<file path="src/rtl/keypad_scanner_if.sv">
// keypad_scanner_if: groups the keypad matrix lines and the debounced key
// outputs of keypad_scanner.
//   row       : active-low matrix rows (driven by the keypad, read by scanner)
//   col       : one-cold column drive (driven by scanner)
//   keymap    : debounced key state, bit k = CHIP-8 key k held
//   key_event : one-cycle pulse on a new key press
//   key_code  : CHIP-8 value of the new press, held between events
// master = scanner side, slave = keypad / CPU side.
interface keypad_scanner_if;
  logic [3:0]  row;
  logic [3:0]  col;
  logic [15:0] keymap;
  logic        key_event;
  logic [3:0]  key_code;

  modport master (
    input  row,
    output col,
    output keymap,
    output key_event,
    output key_code
  );

  modport slave (
    output row,
    input  col,
    input  keymap,
    input  key_event,
    input  key_code
  );
endinterface

</file>
<file path="src/rtl/keypad_scanner.sv">
// keypad_scanner: scans a 4x4 hex keypad one column at a time, samples the
// active-low rows through a two-flop synchronizer and debounces each key
// independently.
//   fpga_clk : the only clock
//   rst_in   : asynchronous active-low reset
//   kp       : keypad_scanner_if.master (row in; col, keymap, key_event,
//              key_code out, all registered)
// SCAN_DIV       : cycles each column is driven before it is sampled (>= 4)
// DEBOUNCE_SCANS : consecutive disagreeing samples needed to flip a key (>= 1)
module keypad_scanner #(
  parameter int unsigned SCAN_DIV       = 1024,
  parameter int unsigned DEBOUNCE_SCANS = 4
) (
  input  logic             fpga_clk,
  input  logic             rst_in,
  keypad_scanner_if.master kp
);

  localparam int unsigned      DC_W     = $clog2(SCAN_DIV);
  localparam int unsigned      CNT_W    = $clog2(DEBOUNCE_SCANS) + 1;
  localparam logic [DC_W-1:0]  DC_LAST  = DC_W'(SCAN_DIV - 1);
  localparam logic [CNT_W-1:0] CNT_LAST = CNT_W'(DEBOUNCE_SCANS - 1);

  // CHIP-8 value of the key at matrix position (row r, column c).
  function automatic logic [3:0] key_at(input logic [1:0] r, input logic [1:0] c);
    logic [3:0] k;
    case ({r, c})
      4'h0:    k = 4'h1;
      4'h1:    k = 4'h2;
      4'h2:    k = 4'h3;
      4'h3:    k = 4'hC;
      4'h4:    k = 4'h4;
      4'h5:    k = 4'h5;
      4'h6:    k = 4'h6;
      4'h7:    k = 4'hD;
      4'h8:    k = 4'h7;
      4'h9:    k = 4'h8;
      4'hA:    k = 4'h9;
      4'hB:    k = 4'hE;
      4'hC:    k = 4'hA;
      4'hD:    k = 4'h0;
      4'hE:    k = 4'hB;
      default: k = 4'hF;
    endcase
    return k;
  endfunction

  logic [3:0]       row_meta_q, row_meta_d;
  logic [3:0]       row_s_q,    row_s_d;
  logic [DC_W-1:0]  dc_q,       dc_d;
  logic [1:0]       c_q,        c_d;
  logic [3:0]       col_q,      col_d;
  logic [15:0]      keymap_q,   keymap_d;
  logic             key_event_q, key_event_d;
  logic [3:0]       key_code_q, key_code_d;
  logic [CNT_W-1:0] cnt_q [16];
  logic [CNT_W-1:0] cnt_d [16];

  always_comb begin
    logic [3:0] k;
    logic       raw;
    logic       found;
    logic [3:0] best;

    row_meta_d  = kp.row;
    row_s_d     = row_meta_q;
    dc_d        = dc_q + 1'b1;
    c_d         = c_q;
    col_d       = col_q;
    keymap_d    = keymap_q;
    cnt_d       = cnt_q;
    key_event_d = 1'b0;
    key_code_d  = key_code_q;
    k           = '0;
    raw         = 1'b0;
    found       = 1'b0;
    best        = '1;

    if (dc_q == DC_LAST) begin
      dc_d  = '0;
      c_d   = c_q + 2'd1;
      col_d = ~(4'b0001 << c_d);
      // Only the four keys on the driven column are updated; the lowest
      // CHIP-8 value among fresh presses wins the event.
      for (int unsigned r = 0; r < 4; r++) begin
        k   = key_at(2'(r), c_q);
        raw = ~row_s_q[r];
        if (raw == keymap_q[k]) begin
          cnt_d[k] = '0;
        end else if (cnt_q[k] == CNT_LAST) begin
          keymap_d[k] = raw;
          cnt_d[k]    = '0;
          if (raw && (!found || k < best)) begin
            found = 1'b1;
            best  = k;
          end
        end else begin
          cnt_d[k] = cnt_q[k] + 1'b1;
        end
      end
      if (found) begin
        key_event_d = 1'b1;
        key_code_d  = best;
      end
    end
  end

  always_ff @(posedge fpga_clk or negedge rst_in) begin
    if (!rst_in) begin
      row_meta_q  <= '1;
      row_s_q     <= '1;
      dc_q        <= '0;
      c_q         <= '0;
      col_q       <= 4'b1110;
      keymap_q    <= '0;
      key_event_q <= 1'b0;
      key_code_q  <= '0;
      cnt_q       <= '{default: '0};
    end else begin
      row_meta_q  <= row_meta_d;
      row_s_q     <= row_s_d;
      dc_q        <= dc_d;
      c_q         <= c_d;
      col_q       <= col_d;
      keymap_q    <= keymap_d;
      key_event_q <= key_event_d;
      key_code_q  <= key_code_d;
      cnt_q       <= cnt_d;
    end
  end

  assign kp.col       = col_q;
  assign kp.keymap    = keymap_q;
  assign kp.key_event = key_event_q;
  assign kp.key_code  = key_code_q;

endmodule

</file>
<file path="src/flat_wrapper.sv">
// flat-port wrapper written by rule: the top's interface ports become plain ports
module keypad_scanner_flat 
#(
  parameter int unsigned SCAN_DIV       = 1024,
  parameter int unsigned DEBOUNCE_SCANS = 4
)
  (fpga_clk, rst_in, kp_row, kp_col, kp_keymap, kp_key_event, kp_key_code);
  keypad_scanner_if kp_i ();
  input  logic fpga_clk;
  input  logic rst_in;
  input wire logic [$bits(kp_i.row)-1:0] kp_row;
  output wire logic [$bits(kp_i.col)-1:0] kp_col;
  output wire logic [$bits(kp_i.keymap)-1:0] kp_keymap;
  output wire logic [$bits(kp_i.key_event)-1:0] kp_key_event;
  output wire logic [$bits(kp_i.key_code)-1:0] kp_key_code;
  assign kp_i.row = kp_row;
  assign kp_col = kp_i.col;
  assign kp_keymap = kp_i.keymap;
  assign kp_key_event = kp_i.key_event;
  assign kp_key_code = kp_i.key_code;
  keypad_scanner #(.SCAN_DIV(SCAN_DIV), .DEBOUNCE_SCANS(DEBOUNCE_SCANS)) u_core (.fpga_clk(fpga_clk), .rst_in(rst_in), .kp(kp_i));
endmodule
</file>
<file path="config.mk">
export PLATFORM = sky130hd
export DESIGN_NAME = keypad_scanner_flat
export DESIGN_NICKNAME = d
export VERILOG_FILES = /design/src/rtl/keypad_scanner_if.sv /design/src/rtl/keypad_scanner.sv /design/src/flat_wrapper.sv
export SDC_FILE = /design/constraint.sdc
export NUM_CORES = 1
export LEC_CHECK = 0
export CORE_MARGIN = 8
export CORE_UTILIZATION = 60
export CTS_CLUSTER_DIAMETER = 50
export DETAILED_ROUTE_END_ITERATION = 10
export PLACE_DENSITY_LB_ADDON = 0.1
export SETUP_SLACK_MARGIN = 0.5
export SYNTH_ARGS = -nofsm -noshare
export SYNTH_HDL_FRONTEND = slang
export SYNTH_SLANG_ARGS = --single-unit
</file>
<file path="constraint.sdc">
create_clock -name fpga_clk -period 8.1 [get_ports fpga_clk]
set_input_delay 0.81 -clock fpga_clk [delete_from_list [all_inputs] [get_ports fpga_clk]]
set_output_delay 0.81 -clock fpga_clk [all_outputs]
set_load 0.01 [all_outputs]
</file>
==> Yosys cells after proc, flatten, opt, wreduce, memory -nomap -nowiden <==
Cells that the tools add are included.
{ "word_totals": {"elab_cells": 206, "out_inout_bits": 25, "reg_bits": 93, "in_bits": 6} }
{ "classes": {"bitwise_logic": 17, "magnitude_cmp": 19, "mux": 108, "n_reduce_logical": 19, "n_eq_ne": 12, "addsub": 6, "shifts": 1} }
{ "op_table": {"columns": ["operator", "n"], "rows": [
  ["two-way mux 48 bit", 11],
  ["AND 48 bit", 4],
  ["bitwise mux 48 bit", 4],
  ["inverter 48 bit", 4],
  ["two-way mux 16 bit", 11],
  ["two-way mux 4 bit", 19],
  ["bitwise mux 16 bit", 4],
  ["binary-select mux 3 bit (select 4 bit)", 4],
  ["demux 3 bit (select 4 bit)", 4],
  ["one-hot mux 4 bit (4 select lines)", 3],
  ["two-way mux 3 bit", 12],
  ["two-way mux 1 bit", 26],
  [">= comparator 5 bit (second input constant)", 4],
  ["< comparator 4 x 5 -> 1 bit (second input constant)", 4],
  ["< comparator 5 x 1 -> 1 bit (second input constant)", 4],
  ["inverter 4 -> 5 bit", 4],
  ["binary-select mux 1 bit (select 4 bit)", 4],
  ["demux 1 bit (select 4 bit)", 4],
  [">= comparator 4 x 1 -> 1 bit (second input constant)", 4],
  ["adder 3 x 1 -> 3 bit (second input constant)", 4],
  ["equality test 3 x 2 -> 1 bit (second input constant)", 4],
  ["< comparator 4 bit", 3],
  ["one-hot mux 4 bit (3 select lines)", 1],
  ["logical AND 1 bit", 11],
  ["14 further kinds", 25]
]} }

==> Longest topological paths before layout <==
{ "depth": {"depth_word": 34, "mapped_depth": 39, "ltp_nobuf": 34} }

==> Worst setup path after synthesis <==
OpenSTA, ideal clock, no wires.
{ "synth_timing": {"kind": "register to register", "start": "register u_core.c_q[0]", "end": "register u_core.key_code_q[1] (netlist: u_core.kp.key_code[1])", "path_buffers": 6, "arrival_ns": 7.166, "synth_period_minus_slack_ns": 7.286, "setup_time_ns": 0.120, "slack_ns": 0.814, "stages_incl_launch_ff": 38, "required_time_ns": 7.980, "path_cell_list": "dfrtp_1 > buf_2 > buf_4 > inv_1 > ha_1 > buf_2 > buf_1 > nor2_1 > clkbuf_1 > buf_1 > mux4_2 > nand2_1 > o21ai_0 > ha_1 > ha_1 > inv_1 > nor2_1 > o21ai_0 > (+2 left out) > o21a_1 > o21ai_0 > nor2_1 > o41ai_1 > ha_1 > o21a_1 > o21a_1 > o22ai_1 > inv_1 > a21oi_1 > mux2_1 > ha_1 > o21ai_0 > nand2b_1 > a21oi_1 > a211o_1 > nand2_1 > a31o_1"} }
{ "synth_via": {"elab_chain_cells": 33, "word_cells_on_any_way": 87, "classes_between": "order compare (3); eq/ne (11); mux (58); bitwise (4); reduce/logical (11)"} }
{ "synth_lines": {"columns": ["element", "line", "source"], "rows": [
  ["from (decl)", "keypad_scanner.sv:51", "logic [1:0] c_q, c_d;"],
  ["from (signal assigned)", "keypad_scanner.sv:113", "c_q <= '0;"],
  ["from (signal assigned)", "keypad_scanner.sv:123", "c_q <= c_d;"],
  ["equality test 2 bit (tied with other cells)", "keypad_scanner.sv:27", "case ({r, c})"],
  ["one-hot mux 4 bit (4 select lines)", "keypad_scanner.sv:27", null],
  ["two-way mux 4 bit", "keypad_scanner.sv:79", "if (dc_q == DC_LAST) begin"],
  ["inverter 4 -> 5 bit (not written as such)", "keypad_scanner.sv:90", "end else if (cnt_q[k] == CNT_LAST) begin"],
  ["binary-select mux 3 bit (select 4 bit)", "keypad_scanner.sv:90", null],
  ["two-way mux 3 bit (not written as such) (2 in a row)", "keypad_scanner.sv:90", null],
  ["equality test 3 x 2 -> 1 bit", "keypad_scanner.sv:90", null],
  ["two-way mux 4 bit / two-way mux 1 bit (equally long branches)", "keypad_scanner.sv:90", null],
  ["(+16 left out)", null, null],
  ["< comparator 4 bit / zero test 1 bit (equally long branches)", "keypad_scanner.sv:93", "if (raw && (!found || k < best)) begin"],
  ["logical OR 1 bit", "keypad_scanner.sv:93", null],
  ["logical AND 1 bit", "keypad_scanner.sv:93", null],
  ["two-way mux 1 bit", "keypad_scanner.sv:93", null],
  ["two-way mux 1 bit", "keypad_scanner.sv:90", null],
  ["two-way mux 1 bit", "keypad_scanner.sv:88", "if (raw == keymap_q[k]) begin"],
  ["two-way mux 1 bit", "keypad_scanner.sv:79", null],
  ["AND reduction 2 bit (no source line)", null, null],
  ["to (signal assigned)", "keypad_scanner.sv:127", "key_code_q <= key_code_d;"],
  ["to (decl)", "keypad_scanner.sv:55", "logic [3:0] key_code_q, key_code_d;"]
]} }
Parallel ways exist; a longest one is shown, timed or not. The select of a mux whose other input is x is not followed.
A chain may end at the register's enable or synchronous reset.

==> Worst setup path in the final report <==
Ends and elaborated chain as after synthesis.

==> results.sh <==
export IMPL_status="finished clean"
export IMPL_clock_path_buffers=2
export IMPL_finalHoldViolCount=0
export IMPL_path_class="reg2reg"
export IMPL_critPathSlowestCell="dfrtp_1"
export IMPL_drc=0
export IMPL_stdcell_count=795
export IMPL_post_route_min_period_ns=6.94
export IMPL_syn_inst=637
export IMPL_grt_max_degree=62
export IMPL_crit_start="u_core.c_q[0]"
export IMPL_cts_sinks=93
export IMPL_clock_root_buffer="clkbuf_8"
export IMPL_yosysSeqAreaShare_pct=40.0
export IMPL_coreArea_um2=9590
export IMPL_setup_tns_ns=0
export IMPL_drt_iter0_drc=610
export IMPL_ys_warn_count=0
export IMPL_overflow=0
export IMPL_skew_ns=0.0229
export IMPL_reg2reg_from="u_core.c_q[0]"
export IMPL_cts_buffers=9
export IMPL_nets=687
export IMPL_grt_pass1_wl_um=28100
export IMPL_cpPeakStageDelay_ns=0.38
export IMPL_startpoint_type="flop"
export IMPL_dp_hpwl_um=12400
export IMPL_drtPass1Iterations=5
export IMPL_die_h_um=115
export IMPL_synth_ff_type="dfrtp_1"
export IMPL_finalPower_uw=792
export IMPL_track_usage_pct=28.0
export IMPL_rsz0062_at_grt="no"
export IMPL_gp_congestion=0.939
export IMPL_required_ns=8.39
export IMPL_cp_arrival_ns=7.23
export IMPL_ios=31
export IMPL_synthToLayoutAreaGrowth_pct=10.9
export IMPL_ys_ff_latch=93
export IMPL_numPlacedInstances=776
export IMPL_crit_top_cell="ha_1"
export IMPL_totalWireLength_um=17500
export IMPL_antenna_found_initial=0
export IMPL_hold_path_class="reg2reg"
export IMPL_die_area_um2=13200
export IMPL_wl_per_cell_um=22.0
export IMPL_fmax_mhz=144
export IMPL_vias=5220
export IMPL_seqCellArea_um2=2340
export IMPL_hold_buffers=0
export IMPL_synth_distinct_cells=64
export IMPL_layout_worst_path_cycle_share_pct=85.7
export IMPL_cts_tree="done"
export IMPL_multi_input_area_um2=3300
export IMPL_clock_latency_ns=0.39
export IMPL_irDropWorstVdd_v=0.000103
export IMPL_worstPathMaxFanout=36
export IMPL_postSynthAreaPerCell_um2=9.18
export IMPL_setup_viol=0
export IMPL_synthArstFlopShare_pct=100
export IMPL_grt_pass1_vias=5045
export IMPL_initial_core_util_pct=60.9
export IMPL_cellPowerDensity_nw_per_um2=122
export IMPL_rows=36
export IMPL_antennaDiodeCount=0
export IMPL_synth_edff_count=0
export IMPL_die_w_um=115
export IMPL_cts_clk_slew_worst_paths_ns=0.10
export IMPL_ant_nets=0
export IMPL_layout_drive_gt1_share_pct=11.5
export IMPL_vias_per_cell=6.57
export IMPL_synth_net_count=667
export IMPL_tightest_slew_ns=1.05
export IMPL_maxSlewViolCount=0
export IMPL_endpoint_kind="flop"
export IMPL_maxCapViolCount=0
export IMPL_fill_cells=811
export IMPL_hp_start="u_core.row_meta_q[2]"
export IMPL_htree_levels=3
export IMPL_p_leak_nw=2.68
export IMPL_portBuffers=30
export IMPL_synthesis_area_um2=5850
export IMPL_max_slew_margin_rel_pct=29.5
## layout by cell type, fill, tap and decap left out, drive strengths merged, types with 14 or more instances in the layout
cell	netlist	layout
nand2	78	78
a21oi	40	40
mux4	14	14
mux2i	27	27
clkdlybuf4s50	0	29
nor2	48	48
ha	24	24
clkbuf	25	14
inv	17	17
dfrtp	82	82
buf	12	17
nor3	14	14
o21ai	90	90
mux2	14	14
## area by class of cell
cell class,instances,share of cell area [%]
clock buffer,14,2.20
sequential,93,36.1
multi-input combinational,488,51.0
inverter,19,1.10
clock inverter,2,0.541
timing repair buffer,46,6.51
tap,133,2.57
## cell usage after synthesis (5+ instances only)
| cell type | number | area, um2 |
|---|---|---|
| and3_1 | 5 | 31.3 |
| buf_1 | 6 | 22.5 |
| mux2_2 | 13 | 146 |
| or3_1 | 5 | 31.3 |
| ha_1 | 24 | 300 |
| clkbuf_1 | 25 | 93.8 |
| nand3_1 | 11 | 55.1 |
| a22o_1 | 5 | 43.8 |
| o21ai_0 | 86 | 430 |
| nor2_1 | 48 | 180 |
| nand2_1 | 78 | 293 |
| a31oi_1 | 8 | 50.1 |
| a21o_1 | 5 | 37.5 |
| nand2b_1 | 5 | 31.3 |
| dfstp_2 | 11 | 289 |
| and2_1 | 7 | 43.8 |
| inv_1 | 17 | 63.8 |
| mux4_2 | 14 | 315 |
| a211oi_1 | 9 | 67.6 |
| dfrtp_1 | 82 | 2050 |
| xnor2_1 | 8 | 70.1 |
| o22ai_1 | 11 | 68.8 |
| nor3_1 | 13 | 65.1 |
| a21oi_1 | 40 | 200 |
| nor2b_1 | 6 | 37.5 |
| mux2i_1 | 27 | 270 |
## metal layers
layer / GRT usage [%] / routed length, um / vias up
met1: 37.1 / 7250 / 2511
met2: 42.0 / 7890 / 297
li1: - / - / 2367
met5: 0 / 0 / -
met3: 8.97 / 1790 / 45
met4: 10.2 / 566 / 0
## per-stage QoR
step | hold slack (ns) | area [um2] | setup slack (ns) | util [%]
4_1_cts | 0.347 | 6430 | 0.724 | 67.0
3_5_place_dp | 0.348 | 6250 | 0.761 | 65.1
3_3_place_gp | 0.346 | 6250 | 1.08 | 65.1
6_report | 0.345 | 6480 | 1.16 | 67.5
2_1_floorplan | 0.345 | 5850 | 0.814 | -
5_1_grt | 0.360 | 6480 | 0.582 | 67.5
## report_power, final
group / internal (mW) / switching (mW) / total [mW] / leakage, nW
Clock: 0.143 / 0.160 / 0.304 / 0.0887
Sequential: 0.468 / 0.00184 / 0.470 / 1.25
Combinational: 0.00451 / 0.0145 / 0.0190 / 1.34
## cell families after synthesis
group	share of synthesized area, %
and+or+nand+nor	15.0
xor gates and xnor gates	1.80
DFF	40.0
buffers and inverters	3.98
muxes	12.7
AOI/OAI and AO/OA	21.3
adders and majority gates	5.14
## registers in the layout, summed over array words and instances, names as in the netlist
signal and cells:
u_core.kp.key_code 4, u_core.row_meta_q 4, u_core.kp.key_event 1, u_core.kp.col 4, u_core.cnt_q 48, u_core.c_q 2
u_core.kp.keymap 16, u_core.row_s_q 4, u_core.dc_q 10
## final timing paths
path | slack, ns | cells past startpoint | end
min in group asynchronous | 0.35 | 1 | u_core.dc_q[0]
max in group asynchronous | 6.60 | 2 | u_core.cnt_q[25]
hold / removal | 0.34 | 0 | u_core.row_s_q[2]
setup reg to reg | 1.16 | 32 | u_core.kp.key_code[1]
setup / recovery | 1.16 | 32 | u_core.kp.key_code[1]
hold reg to reg | 0.34 | 0 | u_core.row_s_q[2]
## worst max-delay path: cells and delay by family, from the launching register on
| family | cells | cell delay [ns] |
|---|---|---|
| muxes | 2 | 0.66 |
| buffers and inverters | 4 | 0.67 |
| DFF | 1 | 0.38 |
| adders and majority gates | 6 | 1.52 |
| and+or+nand+nor | 6 | 0.80 |
| AOI/OAI and AO/OA | 14 | 2.78 |
## timing repair
item                       4_1_cts  5_1_grt
resized for setup                0        6
buffers inserted                 0        3
setup endpoints to repair        0        4
No activity file was read; power rests on OpenSTA's default activity.
==> patch (same settings) <==
`SCAN_DIV` is set to 1024 in 2 places; all go to 512.
--- a/src/rtl/keypad_scanner.sv
+++ b/src/rtl/keypad_scanner.sv
@@ -8,7 +8,7 @@
 // SCAN_DIV       : cycles each column is driven before it is sampled (>= 4)
 // DEBOUNCE_SCANS : consecutive disagreeing samples needed to flip a key (>= 1)
 module keypad_scanner #(
-  parameter int unsigned SCAN_DIV       = 1024,
+  parameter int unsigned SCAN_DIV       = 512,
   parameter int unsigned DEBOUNCE_SCANS = 4
 ) (
   input  logic             fpga_clk,
--- a/src/flat_wrapper.sv
+++ b/src/flat_wrapper.sv
@@ -1,7 +1,7 @@
 // flat-port wrapper written by rule: the top's interface ports become plain ports
 module keypad_scanner_flat 
 #(
-  parameter int unsigned SCAN_DIV       = 1024,
+  parameter int unsigned SCAN_DIV       = 512,
   parameter int unsigned DEBOUNCE_SCANS = 4
 )
   (fpga_clk, rst_in, kp_row, kp_col, kp_keymap, kp_key_event, kp_key_code);
Check against the original RTL: same outputs for any inputs over 4 cycles, from zero or initial values and one cycle with rst_in low; that may be too few to reach the edited logic, so the function may still have changed.
==> patch against the original RTL <==
Worst setup slack lost 0.28 ns. Die area up 4.0%. Count of clock-buffer cells in the layout down 5. Sequential cell count decreased by 1. Total power increased by 2.1%. Cell area up 4.3%. Highest routed layer unchanged. Sequential share of layout area is 1.9 points lower. Via count grew 3.3%. Worst hold slack worse by 0.049 ns. Synthesized area increased by 4.7%. Wire length up 5.1%.
==> patch: results (changes against the original RTL) <==
- CTS Sinks: 92 (was 93)
- Pre-CTS setup slack: 0.622 ns (was 0.761 ns)
- Clk cell area share: 0.0292 (was 0.0274)
- Vias: 5394 (was 5220)
- Placed Area: 6490 um2 (was 6250 um2)
- Avg Cell Area, Syn: 9.61 um2 (was 9.18 um2)
- Crit path largest cell delay: 0.46 ns (was 0.38 ns)
- Multi-input combinational area share: 0.531 (was 0.510)
- Clk_skew: 0.0102 ns (was 0.0229 ns)
- Outcome: finished, final reports clean (unchanged)
- Asr flop ratio synth: 1.00 (unchanged)
- DR vias/cell: 6.80 (was 6.57)
- Non-clk invs: 16 (was 19)
- Max_slew headroom: 0.286 (was 0.295)
- Initial DRC Count: 628 (was 610)
- Largest net degree at the start of global routing: 72 (was 62)
- Final net count: 683 (was 687)
- Drt total wl: 18.4 mm (was 17.5 mm)
- Share of cells above drive strength 1: 0.164 (was 0.115)
- WHS: 0.296 ns (was 0.345 ns)
- Final period util: 0.891 (was 0.857)
- Vias in the first global route: 5309 (was 5045)
- Root Buffer Master: clkbuf_8 (unchanged)
- Multi-Input Combinational: 486 (was 488)
- Worst-Skew Late Latency: 0.38 ns
- Final instance area: 6760 um2 (was 6480 um2)
- FF-to-FF setup slack: 0.88 ns (was 1.16 ns)
- Slowest stage cell, crit path: ha_2 (was dfrtp_1)
- Worst Path Arrival: 7.52 ns (was 7.23 ns)
- GP Congestion: 0.917 (was 0.939)
- Top post-synthesis cells by count: 81 x dfrtp_1, 73 x nand2_1, 69 x o21ai_0 (was 86 x o21ai_0, 82 x dfrtp_1, 78 x nand2_1)
- Internal power: 0.000612 W (was 0.000615 W)
- Chip width: 117 um (was 115 um)
- Gr usage total: 0.283 (was 0.280)
- Register area: 2320 um2 (was 2340 um2)
- Yosys cell types: 83 (was 64)
- Placed Cells: 773 (was 776)
- CP Max Fanout: 21 (was 36)
- Leading post-synthesis cells by cell area: dfrtp_1 33%, mux4_2 6.3%, o21ai_0 5.6% (was dfrtp_1 35%, o21ai_0 7.4%, mux4_2 5.4%)
- Mapped Nets: 668 (was 667)
- Non-clk buf share: 0.0629 (was 0.0651)
- Buffers, non-clock: 47 (was 46)
- Post-DP HPWL: 13.0 mm (was 12.4 mm)
- VDD IR max: 0.000102 V (was 0.000103 V)
- Leakage: 2.77 nW (was 2.68 nW)
- Hold Crit Class: in2async (was reg2reg)
[patch: kinds of logic after synthesis]
logic type,share of synthesized area
adder cells (fa/ha/maj),0.0511
AO/OA/AOI/OAI,0.223
XOR/XNOR,0.0184
flip-flops,0.378
buffers and inverters,0.0415
multiplexers,0.135
AND/OR/NAND/NOR,0.153
[patch: path summary, 6_finish.rpt]
check | endpoint | start | cells after the start
setup / recovery | u_core.kp.key_code[2] | u_core.c_q[0] | 29
hold / removal | u_core.kp.key_code[2] | rst_in | 1
setup reg to reg | u_core.kp.key_code[2] | u_core.c_q[0] | 29
hold reg to reg | u_core.row_s_q[1] | u_core.row_meta_q[1] | 0
max in group asynchronous | u_core.c_q[1] | rst_in | 2
min in group fpga_clk | u_core.row_s_q[1] | u_core.row_meta_q[1] | 0
[patch: per-layer routing]
layer  routed length (um)  share of wire  GRT usage  vias up
met2                 8660           0.47      0.448      313
met5                    0              0          0        -
met1                 7360           0.40      0.368     2628
li1                     -              -          -     2400
met3                 1720          0.094     0.0580       53
met4                  646          0.035      0.130        0
[patch: worst max-delay path: cells and delay by family (launching register included)]
kind,cells,cell delay [ns]
muxes,2,0.56
buffers and inverters,2,0.53
AOI/OAI and AO/OA,17,3.67
DFF,1,0.36
and+or+nand+nor,3,0.34
adders and majority gates,5,1.67
[patch: power groups by stage]
stage	combinational, W	clock [W]	sequential [W]
finish	0.0000199	0.000323	0.000466
global route	0.0000224	0.000348	0.000466
CTS	0.0000202	0.000330	0.000465
detailed placement	0.0000201	0	0.000474
global placement	0.0000196	0	0.000474
floorplan	0.00000588	0	0.000473
[patch: timing repair]
item	CTS	global route
setup endpoints to repair	0	4
hold endpoints to repair	0	0
hold buffers	0	0
setup buffers	0	4
resized for setup	0	10
